--- src/rtl/serial_pulse_pkg.sv ---
// Shared constants for the pulse-width serial link (transmitter and receiver).
// Build macro SERIAL_PULSE_TX_REPEAT_EN enables twice-sent frames in the transmitter.
package serial_pulse_pkg;

  typedef enum logic [1:0] {
    IDLE,
    LOW,
    HIGH,
    WAIT
  } tx_state_t;

  localparam int FRAME_BITS = 8;
  localparam int ADDR_W     = 5;
  localparam int DATA_W     = 3;
  localparam int CNT_W      = 4;

  // Receiver decides 1 vs 0 by comparing its low count to this threshold.
  localparam int RX_THRESHOLD  = 8;
  localparam int SHORT_LEN_DEF = 4;
  localparam int LONG_LEN_DEF  = 12;
  localparam int GAP_LEN_DEF   = 4;

  function automatic logic [CNT_W-1:0] len_m1(
    input logic b,
    input int   short_len,
    input int   long_len
  );
    return b ? CNT_W'(short_len - 1) : CNT_W'(long_len - 1);
  endfunction

endpackage

--- src/rtl/serial_pulse_tx_pulse_timer.sv ---
// Loadable down-counter that times each low pulse and high gap.
// Load has priority over decrement; zero flag is combinational on the count.
module pulse_timer
  import serial_pulse_pkg::*;
(
  input  logic             clock,
  input  logic             reset_,
  input  logic             load,
  input  logic [CNT_W-1:0] load_val,
  input  logic             dec,
  output logic [CNT_W-1:0] cnt,
  output logic             zero
);

  always_ff @(posedge clock or negedge reset_) begin
    if (!reset_) begin
      cnt <= '0;
    end else if (load) begin
      cnt <= load_val;
    end else if (dec) begin
      cnt <= cnt - 1'b1;
    end
  end

  assign zero = (cnt == '0);

endmodule

--- src/rtl/serial_pulse_tx.sv ---
// Pulse-width serial transmitter: one frame per dav_/rfd handshake, LSB first.
// SERIAL_PULSE_TX_REPEAT_EN: send every frame twice before entering WAIT.
module serial_pulse_tx
  import serial_pulse_pkg::*;
#(
  parameter int SHORT_LEN = SHORT_LEN_DEF,
  parameter int LONG_LEN  = LONG_LEN_DEF,
  parameter int GAP_LEN   = GAP_LEN_DEF
) (
  input  logic              clock,
  input  logic              reset_,
  input  logic [ADDR_W-1:0] addr,
  input  logic [DATA_W-1:0] data,
  input  logic              dav_,
  output logic              rfd,
  output logic              txd
);

  tx_state_t             state;
  logic [FRAME_BITS-1:0] frame_q;
  logic [2:0]            nbit;
  logic [2:0]            nbit_nx;
  logic                  last_copy;

  logic             tmr_load;
  logic             tmr_dec;
  logic [CNT_W-1:0] tmr_val;
  logic [CNT_W-1:0] cnt;
  logic             cnt_zero;

`ifdef SERIAL_PULSE_TX_REPEAT_EN
  logic rep;
  assign last_copy = rep;
`else
  assign last_copy = 1'b1;
`endif

  // Wraps 7 -> 0, which is exactly the restart bit for the repeat copy.
  assign nbit_nx = nbit + 3'd1;

  pulse_timer u_timer (
    .clock    (clock),
    .reset_   (reset_),
    .load     (tmr_load),
    .load_val (tmr_val),
    .dec      (tmr_dec),
    .cnt      (cnt),
    .zero     (cnt_zero)
  );

  always_comb begin
    tmr_load = 1'b0;
    tmr_dec  = 1'b0;
    tmr_val  = '0;
    unique case (state)
      IDLE: begin
        if (!dav_) begin
          tmr_load = 1'b1;
          tmr_val  = len_m1(data[0], SHORT_LEN, LONG_LEN);
        end
      end
      LOW: begin
        if (cnt_zero) begin
          tmr_load = 1'b1;
          tmr_val  = CNT_W'(GAP_LEN - 1);
        end else begin
          tmr_dec = 1'b1;
        end
      end
      HIGH: begin
        if (!cnt_zero) begin
          tmr_dec = 1'b1;
        end else if (nbit != 3'd7 || !last_copy) begin
          tmr_load = 1'b1;
          tmr_val  = len_m1(frame_q[nbit_nx], SHORT_LEN, LONG_LEN);
        end
      end
      WAIT: begin
      end
      default: begin
      end
    endcase
  end

  always_ff @(posedge clock or negedge reset_) begin
    if (!reset_) begin
      state   <= IDLE;
      txd     <= 1'b1;
      rfd     <= 1'b1;
      frame_q <= '0;
      nbit    <= '0;
`ifdef SERIAL_PULSE_TX_REPEAT_EN
      rep     <= 1'b0;
`endif
    end else begin
      unique case (state)
        IDLE: begin
          if (!dav_) begin
            frame_q <= {addr, data};
            nbit    <= '0;
            rfd     <= 1'b0;
            txd     <= 1'b0;
            state   <= LOW;
`ifdef SERIAL_PULSE_TX_REPEAT_EN
            rep     <= 1'b0;
`endif
          end
        end
        LOW: begin
          if (cnt_zero) begin
            txd   <= 1'b1;
            state <= HIGH;
          end
        end
        HIGH: begin
          if (cnt_zero) begin
            if (nbit != 3'd7 || !last_copy) begin
              nbit  <= nbit_nx;
              txd   <= 1'b0;
              state <= LOW;
`ifdef SERIAL_PULSE_TX_REPEAT_EN
              if (nbit == 3'd7) rep <= 1'b1;
`endif
            end else begin
              state <= WAIT;
            end
          end
        end
        WAIT: begin
          txd <= 1'b1;
          rfd <= 1'b0;
          if (dav_) begin
            rfd   <= 1'b1;
            state <= IDLE;
          end
        end
        default: begin
          state <= IDLE;
        end
      endcase
    end
  end

endmodule

--- config.mk ---
export PLATFORM = sky130hd
export DESIGN_NAME = serial_pulse_tx
export DESIGN_NICKNAME = d
export VERILOG_FILES = /design/src/rtl/serial_pulse_pkg.sv /design/src/rtl/serial_pulse_tx_pulse_timer.sv /design/src/rtl/serial_pulse_tx.sv
export SDC_FILE = /design/constraint.sdc
export NUM_CORES = 1
export LEC_CHECK = 0
export ABC_AREA = 1
export CORE_MARGIN = 3
export CORE_UTILIZATION = 48
export CTS_CLUSTER_SIZE = 12
export DETAILED_ROUTE_END_ITERATION = 12
export PLACE_DENSITY = 0.73
export SYNTH_ARGS = -nofsm -noshare
export SYNTH_HDL_FRONTEND = slang
export SYNTH_SLANG_ARGS = --single-unit
--- constraint.sdc ---
create_clock -name clock -period 1.45 [get_ports clock]
set_input_delay 0.435 -clock clock [delete_from_list [all_inputs] [get_ports clock]]
set_output_delay 0.435 -clock clock [all_outputs]
set_load 0.01 [all_outputs]
======== Yosys cells after proc, flatten, opt, wreduce, memory -nomap -nowiden ========
Cells that the tools add are included.
operators by class
  bitwise gates (word level) .............. 1
  reductions and logical operators ........ 11
  equality and inequality tests ........... 9
  $lt $le $gt $ge ......................... 1
  mux-type cells .......................... 35
  add/subtract/negate cells ............... 2
operators by type and width
  cell                                                 count
  two-way mux 4 bit                                    7
  two-way mux 1 bit                                    12
  two-way mux 2 bit                                    6
  case mux 4 bit (3 select lines)                      1
  AND reduction 4 bit                                  3
  inequality test 2 bit (second input constant)        5
  two-way mux 3 bit                                    3
  case mux 2 bit (4 select lines)                      1
  case mux 3 bit (2 select lines)                      1
  nonzero test 2 bit                                   3
  == test 2 bit (second input constant)                2
  logical NOT 4 bit                                    1
  < comparator 3 x 4 -> 1 bit (second input constant)  1
  case mux 1 bit (4 select lines)                      1
  AND reduction 2 bit                                  2
  subtractor 4 x 1 -> 4 bit (second input constant)    1
  adder 3 x 1 -> 3 bit (second input constant)         1
  binary-select mux 1 bit (select 3 bit)               1
  inequality test 3 bit (second input constant)        1
  case mux 1 bit (3 select lines)                      1
  == test 2 x 1 -> 1 bit (second input constant)       1
  logical NOT 2 bit                                    1
  case mux 1 bit (2 select lines)                      1
  OR reduction 2 bit                                   1
  NOT 1 bit                                            1
word-level totals
  logic and storage cells ................. 65
  flip-flop bits (word level) ............. 19
  output and inout port bits .............. 2
  input port bits ......................... 11

======== Depth between registers and ports, before layout ========
Gate-level depths: netlist of the first run.
  depth after elaboration ................. 8
  mapped depth ............................ 10
  depth with buffers taken out ............ 10

======== Modules after synthesis ========
Synthesis of the first run repeated with hierarchy kept, for this count alone.
second synthesis, totals
  cell total of the unflattened synthesis .. 143
  area, all modules ....................... 1,108.6 µm²
by module, submodules not included
  module           cells each  area an instance (µm²)  times used
  serial_pulse_tx  110         872.1                   1
  pulse_timer      33          236.5                   1

======== Worst setup path before layout of the first run ========
No wires, ideal clock.
  kind .................................... flip-flop to flip-flop
  start ................................... register nbit[0]
  end ..................................... register u_timer.cnt[3]
  clock period less this slack ............ 1.487 ns
  data required time ...................... 1.334 ns
  library setup time ...................... 0.116 ns
  cell stages (with the launch flop) ...... 10
  data arrival time ....................... 1.370 ns
  path slack .............................. -0.037 ns
  cell sequence ........................... dfrtp_1 ha_1 ha_1 or2_0 nor2_2 nor2_1 nand2_2 nand2_2 nand2_1 nand2_1
between the ends
  cells in the longest elaborated chain, start to end .. 8
  elaborated cells between the ends (all ways) .. 13
RTL lines
  element                                  line                               text
  start, declared                          serial_pulse_tx.sv:21              logic [2:0] nbit;
  start signal, assigned                   serial_pulse_tx.sv:118             nbit <= nbit_nx;
  adder 3 x 1 -> 3 bit                     serial_pulse_tx.sv:39              assign nbit_nx = nbit + 3'd1;
  binary-select mux 1 bit (select 3 bit)   serial_pulse_tx.sv:75              tmr_val = len_m1(frame_q[nbit_nx], SHORT_LEN, LONG_LEN);
  two-way mux 1 bit (implied by the code)  serial_pulse_tx.sv:75
  two-way mux 4 bit                        serial_pulse_pkg.sv:28             return b ? CNT_W'(short_len - 1) : CNT_W'(long_len - 1);
  two-way mux 4 bit                        serial_pulse_tx.sv:73              end else if (nbit != 3'd7 || !last_copy) begin
  two-way mux 4 bit                        serial_pulse_tx.sv:71              if (!cnt_zero) begin
  case mux 4 bit (3 select lines)          serial_pulse_tx.sv:55              unique case (state)
  two-way mux 4 bit                        serial_pulse_tx_pulse_timer.sv:18  end else if (load) begin
  end signal, assigned                     serial_pulse_tx_pulse_timer.sv:19  cnt <= load_val;
  end signal, assigned                     serial_pulse_tx_pulse_timer.sv:21  cnt <= cnt - 1'b1;
  end, declared                            serial_pulse_tx_pulse_timer.sv:11  output logic [CNT_W-1:0] cnt,
Several ways; a longest one is shown, not always the timed one. The select of a mux whose other input is x is not followed.
A chain may end at the register's enable or synchronous reset.

======== Worst setup path in the final report of the first run ========
  start ................................... register nbit[1]
  end ..................................... register u_timer.cnt[3]
Same word-level chain as after synthesis.

==> flow_metrics.env, run 1 <==
export IMPL_maxCapViolations=0
export IMPL_combPwrFrac=0.582
export IMPL_htree_levels=1
export IMPL_period_share=1.00
export IMPL_postSynthCellCount=144
export IMPL_synth_seq_cells=19
export IMPL_drc_errors=0
export IMPL_switchingPower_mw=1.18
export IMPL_crit_fanout=3
export IMPL_num_rows=16
export IMPL_dieArea_um2=2840
export IMPL_grt_max_degree=20
export IMPL_routedWlPerCell_um=10.7
export IMPL_core_um2=2040
export IMPL_crit_buf_inv=0
export IMPL_ir_drop_mv=1.33
export IMPL_slowest_delay_ps=400
export IMPL_clkPwrFrac=0.094
export IMPL_reg2regPathDepth=9
export IMPL_grt_remaining_overflow=0
export IMPL_worst_pin_slew_ps=239
export IMPL_crit_arrival_ps=1650
export IMPL_netSwitchingFraction=0.427
export IMPL_syn_cell_area_um2=1070
export IMPL_drtAntennaViolNets=0
export IMPL_fin_tns_setup_ps=-6.57
export IMPL_p_int_mw=1.59
export IMPL_finalSetupViolCount=1
export IMPL_hpwl_um=1660
export IMPL_grt_use_total=0.180
export IMPL_via_count=1005
export IMPL_diodes=0
export IMPL_yosys_warnings=0
export IMPL_crit_chain="ha_2 -> ha_2 -> or2_0 -> nor2_2 -> nor2_1 -> nand2_2 -> nand2_2 -> nand2_1 -> nand2_1"
export IMPL_root_buffer="clkbuf_4"
export IMPL_gp_congestion=0.765
export IMPL_seq_power_share=0.324
export IMPL_crit_type="flop to flop"
export IMPL_crit_family="simple AND/OR/NAND/NOR gates"
export IMPL_path_clk_slew_ps=100
export IMPL_ys_seq_area_frac=0.446
export IMPL_start_util=0.525
export IMPL_io_buffers=12
export IMPL_dr_pass1_iters=5
export IMPL_drive_gt1_frac=0.278
export IMPL_antenna_found_initial=0
export IMPL_totalWireLength_um=2180
export IMPL_clock_sinks=19
export IMPL_crit_slowest_cell="dfrtp_1"
export IMPL_crit_required_ps=1650
export IMPL_hold_viol_final=0
export IMPL_p_per_area_nw_per_um2=1930
export IMPL_die_h_um=53.3
export IMPL_rsz0062_at_grt="yes"
export IMPL_whs_ps=466
export IMPL_viasPerCell=4.95
export IMPL_drv_slew=0
export IMPL_clock_fmax_mhz=687
export IMPL_grt_pass1_wl_um=3720
export IMPL_start_kind="flop"
export IMPL_postPlaceCellArea_um2=1320
export IMPL_syn_nets=162
export IMPL_fin_util=0.705
export IMPL_reg2reg_to="u_timer.cnt[3]"
export IMPL_status="finished, violations left"
export IMPL_grt_pass1_vias=912
export IMPL_avgSynthCellArea_um2=7.45
export IMPL_crit_reg2reg_launch="nbit[1]"
export IMPL_hp_class="input pin to async pin"
export IMPL_cts_made_buffers=3
export IMPL_die_w_um=53.3
export IMPL_cts_tree="yes"
export IMPL_slew_headroom=0.841
export IMPL_fin_crit_ps=1460
export IMPL_r2r_setup_slack_ps=-7
export IMPL_skew_ps=2.02
export IMPL_nFillCells=183
export IMPL_clk_latency_ps=290
export IMPL_cts_buffer_depth=2
export IMPL_end_kind="flop"
export IMPL_setup_ws_ps=-6.57
export IMPL_drt_first_iter_violations=18
export IMPL_final_cell_area_um2=1440
export IMPL_nNetsFinal=195
export IMPL_yosysUniqueCellTypes=21
export IMPL_leakage_nw=0.725
export IMPL_area_growth_pct=34.2
export IMPL_failed_checks="negative setup slack"
export IMPL_ios=13
[cell usage after synthesis]
| library cell | n | area (um^2) |
|---|---|---|
| nand2_1 | 61 | 229 |
| nor2_1 | 14 | 52.6 |
| or2_0 | 1 | 6.26 |
| buf_4 | 1 | 7.51 |
| a21oi_1 | 1 | 5.00 |
| a21boi_0 | 1 | 7.51 |
| nand2_2 | 2 | 12.5 |
| nand3_2 | 1 | 10.0 |
| nand3_1 | 9 | 45.0 |
| inv_2 | 4 | 15.0 |
| a21boi_2 | 1 | 11.3 |
| ha_1 | 7 | 87.6 |
| dfrtp_1 | 17 | 425 |
| nand3b_1 | 2 | 15.0 |
| inv_1 | 11 | 41.3 |
| dfstp_2 | 2 | 52.6 |
| o21ai_1 | 1 | 5.00 |
| nor3_1 | 2 | 10.0 |
| nand4_1 | 1 | 6.26 |
| nor2_2 | 2 | 12.5 |
| o21ai_0 | 3 | 15.0 |
[power by group through the flow]
stage | sequential (mW) | clock [mW] | combinational [mW]
after CTS | 0.893 | 0.273 | 1.45
after floorplan | 0.902 | 0 | 0.909
after global placement | 0.895 | 0 | 1.33
after detailed placement | 0.905 | 0 | 1.39
after global routing | 0.921 | 0.302 | 1.83
final | 0.898 | 0.261 | 1.61
[cell families (layout without fill, tap and decap cells)]
group / after synthesis / in the layout / synth area share
flops: 19 / 19 / 0.446
compound gates: 7 / 7 / 0.0408
simple gates: 95 / 95 / 0.372
buf+inv: 16 / 48 / 0.0595
fa+ha+maj: 7 / 7 / 0.0817
[worst max-delay path by stage]
stage | from | endpoint | slack [ps] | depth (start not counted)
floorplan | nbit[0] | u_timer.cnt[3] | 0.6 | 9
global placement | dav_ | nbit[0] | -170 | 7
detailed placement | dav_ | txd | -210 | 7
CTS | nbit[1] | u_timer.cnt[3] | -30 | 9
global route | nbit[1] | u_timer.cnt[3] | -100 | 9
finish | nbit[1] | u_timer.cnt[3] | -7 | 9
[cell type report]
cell class                 count  area [um^2]  share of cell area
clock buffer                   4         26.3              0.0183
inverter                      15         56.3              0.0391
multi-input combinational    109          603               0.419
sequential                    19          478               0.332
tap                           27         33.8              0.0235
timing repair buffer          29          241               0.168
[worst reg2reg max path, stage by stage (launching register included)]
cell and delay [ps]:
dfrtp_1 400, ha_2 180, ha_2 170, or2_0 210, nor2_2 110, nor2_1 60, nand2_2 70, nand2_2 60
nand2_1 60, nand2_1 40
[layout by cell type, fill, tap and decap left out, drive strengths merged]
cell / Yosys / routed
inv: 15 / 15
ha: 7 / 7
nand4: 1 / 1
nand2: 63 / 63
a21boi: 2 / 2
nand3b: 2 / 2
nor3: 2 / 2
buf: 1 / 19
clkbuf: 0 / 4
o21ai: 4 / 4
nor2: 16 / 16
nand3: 10 / 10
dfstp: 2 / 2
or2: 1 / 1
clkdlybuf4s50: 0 / 10
dfrtp: 17 / 17
a21oi: 1 / 1
[metrics by stage]
step           std cells  power, mW  worst slack [ps]
2_1_floorplan        144       1.81             0.577
3_3_place_gp         195       2.22              -169
3_5_place_dp         195       2.29              -208
4_1_cts              200       2.62             -25.5
5_1_grt              203       3.05              -104
6_report             203       2.77             -6.57
[state kept, by name, summed over array words and instances, names as in the netlist]
signal	cells
u_timer.cnt	4
state	2
txd	1
rfd	1
nbit	3
frame_q	8
[layer usage]
| layer | GRT usage | part of all wire |
|---|---|---|
| met1 | 0.208 | 0.45 |
| met2 | 0.331 | 0.50 |
| met3 | 0.0169 | 0.037 |
| met4 | 0.0766 | 0.015 |
| met5 | 0 | 0 |
[timing repair]
action,in CTS,in global routing
resized for setup,14,14
hold buffers,0,0
pin swaps,3,2
endpoints found under the setup margin,10,18
buffers inserted,1,3
No activity file was read; power rests on OpenSTA's default activity.
==> run 2, diff against run 1 <==
--- a/config.mk
+++ b/config.mk
@@ -9,8 +9,9 @@
 export CORE_MARGIN = 3
-export CORE_UTILIZATION = 48
+export CORE_UTILIZATION = 49
 export CTS_CLUSTER_SIZE = 12
 export DETAILED_ROUTE_END_ITERATION = 12
-export PLACE_DENSITY = 0.73
+export PLACE_DENSITY = 0.74
 export SYNTH_ARGS = -nofsm -noshare
 export SYNTH_HDL_FRONTEND = slang
+export SYNTH_HIERARCHICAL = 1
 export SYNTH_SLANG_ARGS = --single-unit
--- a/constraint.sdc
+++ b/constraint.sdc
@@ -3,2 +3,2 @@
 set_output_delay 0.435 -clock clock [all_outputs]
-set_load 0.01 [all_outputs]
+set_load 0.1 [all_outputs]
==> flow_metrics.env, run 2 <==
export IMPL_grt_pass1_vias=1064
export IMPL_synth_most_common_cell="nand2_1"
export IMPL_r2r_setup_slack_ps=-220
export IMPL_crit_fanout=4
export IMPL_finalSetupViolCount=12
export IMPL_area_growth_pct=45.4
export IMPL_syn_nets=162
export IMPL_ys_flop_type="dfrtp_1"
export IMPL_failed_checks="negative setup slack"
export IMPL_cts_tree="yes"
export IMPL_synth_common_cells="52 x nand2_1, 17 x dfrtp_1, 11 x inv_1, 11 x nor2_1, 9 x nand3_1"
export IMPL_start_kind="flop"
export IMPL_maxCapViolations=0
export IMPL_largest_register_ffs=8
export IMPL_dieArea_um2=2870
export IMPL_crit_buf_inv=3
export IMPL_hold_viol_final=0
export IMPL_path_clk_slew_ps=110
export IMPL_hpwl_um=1870
export IMPL_combPwrFrac=0.666
export IMPL_period_share=1.15
export IMPL_grt_use_total=0.213
export IMPL_layout_common_cells="48 x nand2_1, 28 x buf_4, 16 x dfrtp_1"
export IMPL_synth_edf_count=0
export IMPL_drive_gt1_frac=0.372
export IMPL_io_buffers=12
export IMPL_nNetsFinal=208
export IMPL_htree_levels=1
export IMPL_ys_seq_area_frac=0.431
export IMPL_clk_latency_ps=300
export IMPL_final_cell_area_um2=1610
export IMPL_grt_max_degree=20
export IMPL_num_rows=16
export IMPL_die_h_um=53.6
export IMPL_gp_congestion=0.900
export IMPL_ir_drop_mv=1.66
export IMPL_crit_reg2reg_launch="u_timer/cnt[0]"
export IMPL_leakage_nw=0.802
export IMPL_crit_family="simple AND/OR/NAND/NOR gates"
export IMPL_power_mw=3.66
export IMPL_yosysUniqueCellTypes=23
export IMPL_crit_required_ps=1640
export IMPL_rsz0062_at_grt="yes"
export IMPL_viasPerCell=4.98
export IMPL_p_per_area_nw_per_um2=2270
export IMPL_end_kind="flop"
export IMPL_crit_slowest_cell="dfrtp_1"
export IMPL_async_flop_share=1.00
export IMPL_drtAntennaViolNets=0
export IMPL_dr_pass1_iters=4
export IMPL_setup_ws_ps=-224
export IMPL_totalWireLength_um=2530
export IMPL_drv_slew=0
export IMPL_crit_chain="inv_2 -> ha_4 -> nor3b_4 -> inv_2 -> nor3_4 -> a211oi_2 -> nor2_2 -> buf_6 -> nor2_4 -> nand2_1 -> nand3_1"
export IMPL_yosysTopAreaCell="dfrtp_1"
export IMPL_dp_cells=207
export IMPL_clock_sinks=19
export IMPL_routedWlPerCell_um=11.8
export IMPL_diodes=0
export IMPL_synthTopCellsByArea="dfrtp_1 38%, nand2_1 18%, ha_1 9.0%, dfstp_2 4.7%, nand3_1 4.1%"
export IMPL_avgSynthCellArea_um2=7.75
export IMPL_cts_made_buffers=3
export IMPL_netSwitchingFraction=0.454
export IMPL_hp_class="input pin to async pin"
export IMPL_clock_fmax_mhz=598
export IMPL_reg2reg_to="u_timer/cnt[2]"
export IMPL_postPlaceCellArea_um2=1510
export IMPL_start_util=0.543
export IMPL_crit_arrival_ps=1870
export IMPL_root_buffer="clkbuf_4"
export IMPL_grt_pass1_wl_um=4380
export IMPL_clkPwrFrac=0.074
export IMPL_antenna_found_initial=0
export IMPL_grt_remaining_overflow=0
export IMPL_ctsHoldBuffers=0
export IMPL_crit_type="flop to flop"
export IMPL_synth_seq_cells=19
export IMPL_regMostFlops="frame_q"
export IMPL_syn_cell_area_um2=1110
export IMPL_yosys_warnings=6
export IMPL_fin_tns_setup_ps=-1290
export IMPL_reg_largest_list="frame_q (8), u_timer/cnt (4), nbit (3)"
export IMPL_p_int_mw=2.00
export IMPL_netlist_area_leader_share=0.384
export IMPL_reg2regPathDepth=11
export IMPL_ios=13
export IMPL_drc_errors=0
export IMPL_seq_power_share=0.260
export IMPL_die_w_um=53.6
export IMPL_final_common_cell="nand2_1"
export IMPL_via_count=1070
export IMPL_worst_path_most_repeated_cell="inv_2"
export IMPL_skew_ps=5.94
export IMPL_layoutNonFillerInstCount=215
export IMPL_status="finished, violations left"
export IMPL_drt_first_iter_violations=17
export IMPL_fin_crit_ps=1670
export IMPL_slowest_delay_ps=410
export IMPL_cts_buffer_depth=2
export IMPL_core_um2=2040
export IMPL_switchingPower_mw=1.66
export IMPL_postSynthCellCount=143
-- run 2: cell types whose count changed after synthesis, moves of 2 or more --
cell,previous run,this run
nand3b_1,2,0
o21ai_0,3,0
nor2_1,14,11
o21ai_1,1,8
inv_2,4,7
nand2_1,61,52
nand3_2,1,3
-- run 2: layout make-up --
class / count / area (um^2)
flip-flops and latches: 19 / 479
clock buffers: 4 / 26.3
inverters: 18 / 67.6
fillers: 146 / 430
well taps: 27 / 33.8
multi-input cells: 105 / 632
repair buffers: 42 / 373
-- run 2: kinds of logic after synthesis --
logic type                 share of synthesized area
AOI/OAI and AO/OA                             0.0700
xor gates and xnor gates                     0.00790
adders and majority gates                     0.0903
buffers and inverters                         0.0677
DFF                                            0.431
other                                        0.00338
and+or+nand+nor                                0.330
-- run 2: timing repair --
action / CTS / global route
gates resized for setup: 10 / 4
setup endpoints to repair: 13 / 21
buffers inserted: 3 / 1
pin swaps: 6 / 1
-- run 2: how the worst max path moves through the flow --
stage	startpoint	to	slack (ps)	depth (start not counted)
2_1_floorplan	u_timer/cnt[0]	u_timer/cnt[3]	-340	10
3_3_place_gp	dav_	u_timer/cnt[3]	-300	7
3_5_place_dp	dav_	u_timer/cnt[3]	-350	7
4_1_cts	u_timer/cnt[0]	u_timer/cnt[0]	-210	11
5_1_grt	u_timer/cnt[0]	u_timer/cnt[2]	-390	11
6_report	u_timer/cnt[0]	u_timer/cnt[2]	-220	11
-- run 2: through the flow --
step | worst slack (ps) | utilization | hold slack [ps]
4_1_cts | -210 | 0.777 | 460
6_report | -224 | 0.789 | 458
3_3_place_gp | -297 | 0.737 | 458
5_1_grt | -394 | 0.789 | 450
2_1_floorplan | -345 | - | 139
3_5_place_dp | -347 | 0.737 | 465
-- run 2: power by group through the flow --
stage	Clock, mW	Combinational [mW]	Sequential [mW]
floorplan	0	1.16	1.13
global placement	0	2.07	0.948
detailed placement	0	2.15	0.963
CTS	0.284	2.35	0.952
global route	0.309	2.69	0.984
finish	0.271	2.44	0.953
-- run 2: layer usage --
layer | track usage | vias up | wire [um]
met1 | 0.247 | 499 | 1070
met4 | 0.0894 | 0 | 26
met2 | 0.376 | 26 | 1330
met3 | 0.0471 | 4 | 105
met5 | 0 | - | 0
li1 | - | 541 | -
